<file path="config.mk">
export PLATFORM = sky130hd
export DESIGN_NAME = ad_capture_packer
export DESIGN_NICKNAME = d
export VERILOG_FILES = /design/src/rtl/ad_pkg.sv /design/src/rtl/ad_word_packer.sv /design/src/rtl/ad_capture_packer.sv
export SDC_FILE = /design/constraint.sdc
export NUM_CORES = 1
export LEC_CHECK = 0
export CAP_MARGIN = 10
export CORE_UTILIZATION = 54
export CTS_CLUSTER_SIZE = 25
export DETAILED_ROUTE_END_ITERATION = 10
export GPL_ROUTABILITY_DRIVEN = 0
export GPL_TIMING_DRIVEN = 0
export HOLD_SLACK_MARGIN = 0.05
export PLACE_DENSITY_LB_ADDON = 0.05
export SLEW_MARGIN = 25
export SYNTH_ARGS = -nofsm -noshare
export SYNTH_HDL_FRONTEND = slang
export SYNTH_SLANG_ARGS = --single-unit
export TNS_END_PERCENT = 100
</file>
<file path="constraint.sdc">
create_clock -name i_ad_clk -period 3.4 [get_ports i_ad_clk]
set_clock_uncertainty 0.2 [all_clocks]
set_input_delay 0.85 -clock i_ad_clk [delete_from_list [all_inputs] [get_ports i_ad_clk]]
set_output_delay 0.85 -clock i_ad_clk [all_outputs]
set_load 0.05 [all_outputs]
</file>
<file path="src/rtl/ad_pkg.sv">
// Shared definitions for the triggered ADC capture packer: FSM states,
// packing range limits and lane-counter sizing.
package ad_pkg;

  typedef enum logic [1:0] {
    IDLE    = 2'd0,
    DELAY   = 2'd1,
    CAPTURE = 2'd2,
    DONE    = 2'd3
  } ad_state_t;

  localparam int PACK_MIN = 1;
  localparam int PACK_MAX = 16;

  // A single-lane packer still needs a 1-bit counter to keep the logic uniform.
  function automatic int lane_width(input int pack);
    return (pack > 1) ? $clog2(pack) : 1;
  endfunction

endpackage

</file>
<file path="src/rtl/ad_word_packer.sv">
// Shifts samples in from the LS lane and registers a full word every PACK
// enabled samples; the oldest sample ends up in the MS lane.
module ad_word_packer
  import ad_pkg::*;
#(
  parameter  int DSIZE  = 8,
  parameter  int PACK   = 2,
  localparam int ODSIZE = DSIZE * PACK
) (
  input  logic              i_ad_clk,
  input  logic              i_rst_n,
  input  logic              i_en,
  input  logic              i_clr,
  input  logic [DSIZE-1:0]  i_sample,
  output logic              o_wrap,
  output logic [ODSIZE-1:0] o_word,
  output logic              o_strobe
);

  localparam int LW = lane_width(PACK);
  localparam logic [LW-1:0] LANE_LAST = LW'(PACK - 1);

  logic [ODSIZE-1:0] shift_reg;
  logic [ODSIZE-1:0] shift_next;
  logic [LW-1:0]     lane_reg;
  logic              lane_wrap;

  assign lane_wrap = (lane_reg == LANE_LAST);
  assign o_wrap    = i_en & ~i_clr & lane_wrap;

  genvar gi;
  generate
    for (gi = 0; gi < PACK; gi++) begin : g_lane
      if (gi == 0) begin : g_first
        assign shift_next[DSIZE-1:0] = i_sample;
      end else begin : g_rest
        assign shift_next[gi*DSIZE +: DSIZE] = shift_reg[(gi-1)*DSIZE +: DSIZE];
      end
    end
  endgenerate

  always_ff @(posedge i_ad_clk or negedge i_rst_n) begin
    if (!i_rst_n) begin
      shift_reg <= '0;
      lane_reg  <= '0;
      o_word    <= '0;
      o_strobe  <= 1'b0;
    end else begin
      o_strobe <= 1'b0;
      if (i_clr) begin
        lane_reg <= '0;
      end else if (i_en) begin
        shift_reg <= shift_next;
        if (lane_wrap) begin
          lane_reg <= '0;
          o_word   <= shift_next;
          o_strobe <= 1'b1;
        end else begin
          lane_reg <= lane_reg + 1'b1;
        end
      end
    end
  end

endmodule

</file>
<file path="src/rtl/ad_capture_packer.sv">
// Triggered ADC capture: skips settling samples after a start edge, then
// emits a fixed number of packed words with last/done signalling.
module ad_capture_packer
  import ad_pkg::*;
#(
  parameter  int DSIZE  = 8,
  parameter  int PACK   = 2,
  localparam int ODSIZE = DSIZE * PACK
) (
  input  logic              i_ad_clk,
  input  logic              i_rst_n,
  input  logic              i_st,
  input  logic              i_abort,
  input  logic [DSIZE-1:0]  i_ad_data,
  input  logic [15:0]       i_delay,
  input  logic [15:0]       i_word_count,
  output logic [ODSIZE-1:0] o_data,
  output logic              o_valid,
  output logic              o_last,
  output logic              o_working,
  output logic              o_done
);

  if (PACK < PACK_MIN || PACK > PACK_MAX) begin : g_bad_pack
    $error("ad_capture_packer: PACK out of range");
  end

  ad_state_t   state_reg, state_next;
  logic        st_prev_reg;
  logic [15:0] delay_reg;
  logic [15:0] count_reg;
  logic [15:0] word_cnt_reg;
  logic        last_reg;
  logic        start;
  logic        pack_en;
  logic        pack_clr;
  logic        pack_wrap;

  assign start    = (state_reg == IDLE) && i_st && !st_prev_reg && !i_abort;
  // Once the final word is out, stop feeding the packer so PACK=1 cannot overrun.
  assign pack_en  = (state_reg == CAPTURE) && !i_abort && (word_cnt_reg != count_reg);
  assign pack_clr = (state_reg != CAPTURE);

  always_ff @(posedge i_ad_clk or negedge i_rst_n) begin
    if (!i_rst_n) state_reg <= IDLE;
    else          state_reg <= state_next;
  end

  always_comb begin
    state_next = state_reg;
    case (state_reg)
      IDLE: begin
        if (start) begin
          if (i_word_count == 16'd0) state_next = DONE;
          else if (i_delay != 16'd0) state_next = DELAY;
          else                       state_next = CAPTURE;
        end
      end
      DELAY: begin
        if (i_abort)                     state_next = IDLE;
        else if (delay_reg == 16'd1)     state_next = CAPTURE;
      end
      CAPTURE: begin
        if (i_abort)                     state_next = IDLE;
        else if (word_cnt_reg == count_reg) state_next = DONE;
      end
      DONE:    state_next = IDLE;
      default: state_next = IDLE;
    endcase
  end

  always_comb begin
    o_working = (state_reg != IDLE);
    o_done    = (state_reg == DONE) && !i_abort;
  end

  always_ff @(posedge i_ad_clk or negedge i_rst_n) begin
    if (!i_rst_n) begin
      st_prev_reg  <= 1'b0;
      delay_reg    <= '0;
      count_reg    <= '0;
      word_cnt_reg <= '0;
      last_reg     <= 1'b0;
    end else begin
      st_prev_reg <= i_st;
      last_reg    <= pack_wrap && (word_cnt_reg == count_reg - 16'd1);
      if (start) begin
        delay_reg    <= i_delay;
        count_reg    <= i_word_count;
        word_cnt_reg <= '0;
      end else begin
        if (state_reg == DELAY) delay_reg <= delay_reg - 16'd1;
        if (pack_wrap)          word_cnt_reg <= word_cnt_reg + 16'd1;
      end
    end
  end

  ad_word_packer #(
    .DSIZE (DSIZE),
    .PACK  (PACK)
  ) u_packer (
    .i_ad_clk (i_ad_clk),
    .i_rst_n  (i_rst_n),
    .i_en     (pack_en),
    .i_clr    (pack_clr),
    .i_sample (i_ad_data),
    .o_wrap   (pack_wrap),
    .o_word   (o_data),
    .o_strobe (o_valid)
  );

  assign o_last = last_reg;

endmodule
</file>
==> out/qor.txt, run 1 <==
Seq/Total Area, Yosys = 46.1%
net switching power = 1.20 mW
DRT Wirelength = 10.3 mm
DRC = 0
Power per Cell Area = 614 mW/mm^2
Reg-to-Reg Start = state_reg[1]
setup slack, reg-to-reg = 200 ps
I/O Pins = 64
Vias = 3655
pins over their slew limit = 0
Final WS setup = 42.9 ps
Leakage Power = 2.18 nW
Seq pwr share = 42.7%
Syn Nets = 488
Most used DFF post-synth = dfrtp_1
Die H = 90.6 um
All-Layer GR Usage = 26.5%
Synth Cell Area = 0.00424 mm^2
worst skew pair latency = 360 ps
Port Buffers = 63
Non-Filler Instances = 619
Max Cap Viol = 0
Synth warnings = 0
placed cell count = 603
first-pass GRT wire length = 17.5 mm
CP Class = in -> out
crit path DAT = 2310 ps
core box area = 0.00741 mm^2
Netlist cell types = 58
Sw Ratio = 37.5%
most frequent cells in the layout = dfrtp_1 (78), nand2_1 (71), clkdlybuf4s50_1 (62)
Clock power frac = 23.1%
Worst EP required = 2350 ps
Via density = 5.90
multiplexer share of the synthesized area = 7.32%
final worst path period share = 98.7%
CTS buffer count = 9
peak fanout along the critical path = 6
post-route ant nets = 0
fmax = 0.298 GHz
vias in the first global route = 3739
# setup viols final = 0
HP Class = in -> async
DP Area = 0.00502 mm^2
Final nets = 563
DRT iter0 DRCs = 271
worst slack at placement = -177 ps
largest net degree at the start of global routing = 49
Syn Area/Cell = 9.63 um^2
fin area = 0.00522 mm^2
die area = 0.00820 mm^2
Tmin final = 3360 ps
drt first pass iters = 5
setup_tns = 0 ps
wire per inst = 16.6 um
Startpoint Class = primary input
XOR/XNOR share of the synthesized area = 6.38%
endpoints failing hold = 0
CTS root buffer = clkbuf_8
outcome = finished, final reports clean
Worst-Margin Slew = 1020 ps
Compound-Gate Fraction of Synth Area = 12.5%
internal power = 2.00 mW
slew margin rel. = 31.4%
largest family of logic cells by synthesized area = simple AND/OR/NAND/NOR gates
RSZ-0062 raised after global routing = no
reg2reg end = word_cnt_reg[1]
Max VDD drop = 428 uV
Gate power share = 34.2%
Setup Buffers After CTS = 0
initial core utilization = 57.2%
simple-gate portion of the synthesized area = 22.5%
depth of the most critical reg-to-reg path = 7
final global-route overflow total = 0
# H-tree levels = 3
initial antenna violation count = 0
Reg clk slew, reported paths = 90 ps
area share of fa/ha/maj cells after synthesis = 1.18%
final hold slack = 214 ps
Crit. End Element = primary output
share of layout cells above drive strength 1 = 12.1%
Mapped Cells = 440
Max clock buf depth = 2
number of inserted diodes = 0
CTS tree = built
Row Count = 31
fraction of registers with async set/reset = 100%
Post-synth EDFFs = 0
DIE WIDTH = 90.6 um
number of synthesized register bits = 78
post-DP HPWL = 7.37 mm
commonest non-fill, non-tap cell in the layout = dfrtp_1
area delta synth->final = 23.2%
clock sink count = 78
[through the flow]
| step | power [mW] | util (%) |
|---|---|---|
| after floorplan | 2.13 | - |
| after global placement | 2.42 | 67.4 |
| after detailed placement | 2.46 | 67.7 |
| after CTS | 3.20 | 70.4 |
| after global routing | 3.41 | 70.5 |
| final | 3.21 | 70.5 |
[critical path, cell delays in order]
cell and delay [ps]:
clkdlybuf4s50_1 500, nor2_1 140, clkdlybuf4s50_1 820
[cells by family (layout without fill, tap and decap cells)]
logic type,after synthesis,count (layout)
AOI/OAI and AO/OA,77,77
adders and majority gates,4,4
and+or+nand+nor,183,183
xor gates and xnor gates,30,30
muxes,28,28
DFF,78,78
buffers and inverters,40,120
[cells in the mapped netlist, types with 11 or more instances]
master | count | area share, %
nor2_1 | 24 | 2.1
dfrtp_1 | 78 | 46
o21ai_0 | 15 | 1.8
clkbuf_1 | 17 | 1.5
nand3_1 | 11 | 1.3
or4_1 | 16 | 2.8
xnor2_1 | 17 | 3.5
nand2_1 | 71 | 6.3
xor2_1 | 12 | 2.5
mux2_2 | 24 | 6.4
inv_1 | 14 | 1.2
a21oi_1 | 17 | 2.0
[worst max-delay path by stage]
stage,start,endpoint,depth (start not counted)
detailed placement,i_st,word_cnt_reg[0],6
global route,i_abort,o_done,3
finish,i_abort,o_done,3
global placement,i_rst_n,delay_reg[11],1
floorplan,state_reg[1],word_cnt_reg[0],7
CTS,i_abort,o_done,3
[layer usage]
layer | vias to the layer above | GRT usage [%] | part of all wire, %
met2 | 102 | 42.9 | 49
met5 | - | 0 | 0
li1 | 1734 | - | -
met3 | 20 | 5.98 | 4.9
met4 | 0 | 10.9 | 1.8
met1 | 1799 | 34.3 | 45
[area by class of cell]
class                           count  area (um^2)
Inverter                           14         52.6
Timing Repair Buffer               64          656
Buffer                             26          120
Sequential cell                    78         1950
Clock inverter                      7         77.6
Multi-Input combinational cell    322         2120
Tap cell                           99          124
Clock buffer                        9          124
Fill cell                         580         2190
[what timing repair did]
item	CTS	global route
setup endpoints to repair	0	15
resized for setup	0	1
hold buffers	0	0
[power by group through the flow]
stage	Combinational [mW]	Clock, mW	Sequential, mW
2_1_floorplan	0.779	0	1.35
3_3_place_gp	1.04	0	1.37
3_5_place_dp	1.08	0	1.38
4_1_cts	1.09	0.745	1.36
5_1_grt	1.22	0.783	1.40
6_report	1.10	0.740	1.37
No activity file was read; power rests on OpenSTA's default activity.
==> inputs of run 2 (changes only) <==
Settings changed: CORE_UTILIZATION 54 to 51, CTS_BUF_LIST set to sky130_fd_sc_hd__clkbuf_8, SLEW_MARGIN 25 to 20.
Clock period 3.4 ns to 2.7 ns, I/O delays scaled along.
==> out/qor.txt, run 2 (synthesis gave the netlist of run 1 again) <==
Max VDD drop = 427 uV (-0.32%)
Final WS setup = -10.8 ps (-53.7 ps)
core box area = 0.00789 mm^2 (+6.5%)
All-Layer GR Usage = 25.3% (-1.2 points)
final hold slack = 308 ps (+93.5 ps)
number of inserted diodes = 0 (unchanged)
slew margin rel. = 59.4% (+28 points)
DP Area = 0.00504 mm^2 (+0.42%)
commonest non-fill, non-tap cell in the layout = dfrtp_1
fin area = 0.00538 mm^2 (+3.1%)
CTS tree = built
Filler Cells Inserted = 637 (+9.8%)
CP Class = reg -> reg
setup_tns = -10.8 ps (-10.8 ps)
Crit. End Element = flop
peak fanout along the critical path = 6 (unchanged)
DIE WIDTH = 93.1 um (+2.8%)
DRC = 0 (unchanged)
fmax = 0.369 GHz
# H-tree levels = 3 (unchanged)
Final nets = 570 (+1.2%)
I/O Pins = 64 (unchanged)
Port Buffers = 63 (unchanged)
final worst path period share = 100%
Non-Filler Instances = 629 (+1.6%)
Max clock buf depth = 2 (unchanged)
Worst Setup SP = count_reg[1]
wire per inst = 16.5 um (-0.27%)
post-layout util = 68.2% (-2.2 points)
post-route ant nets = 0 (unchanged)
endpoints failing hold = 0 (unchanged)
Total Power = 4.22 mW (+32%)
die area = 0.00868 mm^2 (+5.7%)
DRT Wirelength = 10.4 mm (+1.3%)
hold wc startpoint = count_reg[15]
failing checks = setup timing
vias in the first global route = 3553 (-5.0%)
worst skew pair latency = 360 ps (about the same)
initial antenna violation count = 0 (unchanged)
area taken by multi-input logic gates = 0.00220 mm^2 (+3.8%)
Die H = 93.1 um (+2.8%)
HP Class = reg -> reg
area delta synth->final = 27.1%
Tmin final = 2710 ps
Row Count = 32 (+3.2%)
placed cell count = 606 (+0.50%)
Leakage Power = 2.27 nW (+3.9%)
# setup viols final = 1 (+1)
clock sink count = 78 (unchanged)
RSZ-0062 raised after global routing = yes
drt first pass iters = 4 (-1)
CTS buffer count = 9 (unchanged)
first-pass GRT wire length = 17.0 mm (-3.0%)
Power per Cell Area = 783 mW/mm^2 (+28%)
largest net degree at the start of global routing = 58 (+18%)
Max Cap Viol = 0 (unchanged)
Worst-Margin Slew = 608 ps (-413 ps)
worst slack at placement = -566 ps (-389 ps)
register area = 0.00195 mm^2 (+0.13%)
CTS root buffer = clkbuf_8
DRT iter0 DRCs = 168 (-38%)
Reg clk slew, reported paths = 80 ps (about the same)
post-DP HPWL = 7.23 mm (-1.9%)
crit path DAT = 2770 ps (+460 ps)
Startpoint Class = flop
Worst EP required = 2760 ps (+410 ps)
Vias = 3694 (+1.1%)
share of layout cells above drive strength 1 = 17.5% (+5.3 points)
final global-route overflow total = 0 (unchanged)
initial core utilization = 53.7% (-3.5 points)
Reg-to-Reg Start = count_reg[1]
most frequent cells in the layout = dfrtp_1 (76), nand2_1 (71), clkdlybuf4s50_1 (60)
pins over their slew limit = 0 (unchanged)
outcome = finished, violations left
Via density = 5.87 (-0.54%)
==> run 2: report_power, final <==
group / switching (mW) / total [mW] / internal, mW
Combinational: 0.794 / 1.53 / 0.736
Sequential: 0.301 / 1.76 / 1.46
Clock: 0.470 / 0.929 / 0.459
Total: 1.56 / 4.22 / 2.65
==> run 2: layer usage <==
metal  GRT usage [%]  routed length, um
met2            40.6               5120
met5               0                  0
met4            11.7                255
met3            4.07                422
met1            33.5               4610
==> run 2: worst paths after layout <==
kind	to	slack (ps)	depth (start not counted)
worst max-delay path	o_last	-10	8
worst min-delay path	count_reg[15]	310	2
worst max register to register	o_last	-10	8
worst min register to register	count_reg[15]	310	2
max in group asynchronous	count_reg[1]	1140	3
min in group asynchronous	word_cnt_reg[7]	550	2
==> run 2: final cells by class <==
type	instances	share of cell area, %
plain buffers	21	2.00
clock buffers	10	2.56
clock inverters	6	1.28
inverters	14	0.976
multi-input cells	322	40.8
flip-flops and latches	78	36.3
well taps	102	2.37
repair buffers	76	13.7
==> run 2: worst max-delay path, cell delays in order, from the launching register on <==
cell and delay, ps:
dfrtp_2 420, inv_2 80, ha_4 150, or4b_4 500, nor3b_2 200, xor2_1 210, o21ai_1 110, or4_4 540
nor4b_4 220
==> run 2: what timing repair did <==
action	in CTS	in global routing
endpoints found under the hold margin	21	0
hold buffers	1	0
gates resized for setup	18	15
setup endpoints to repair	44	47
buffers inserted	6	5
pin swaps	5	4
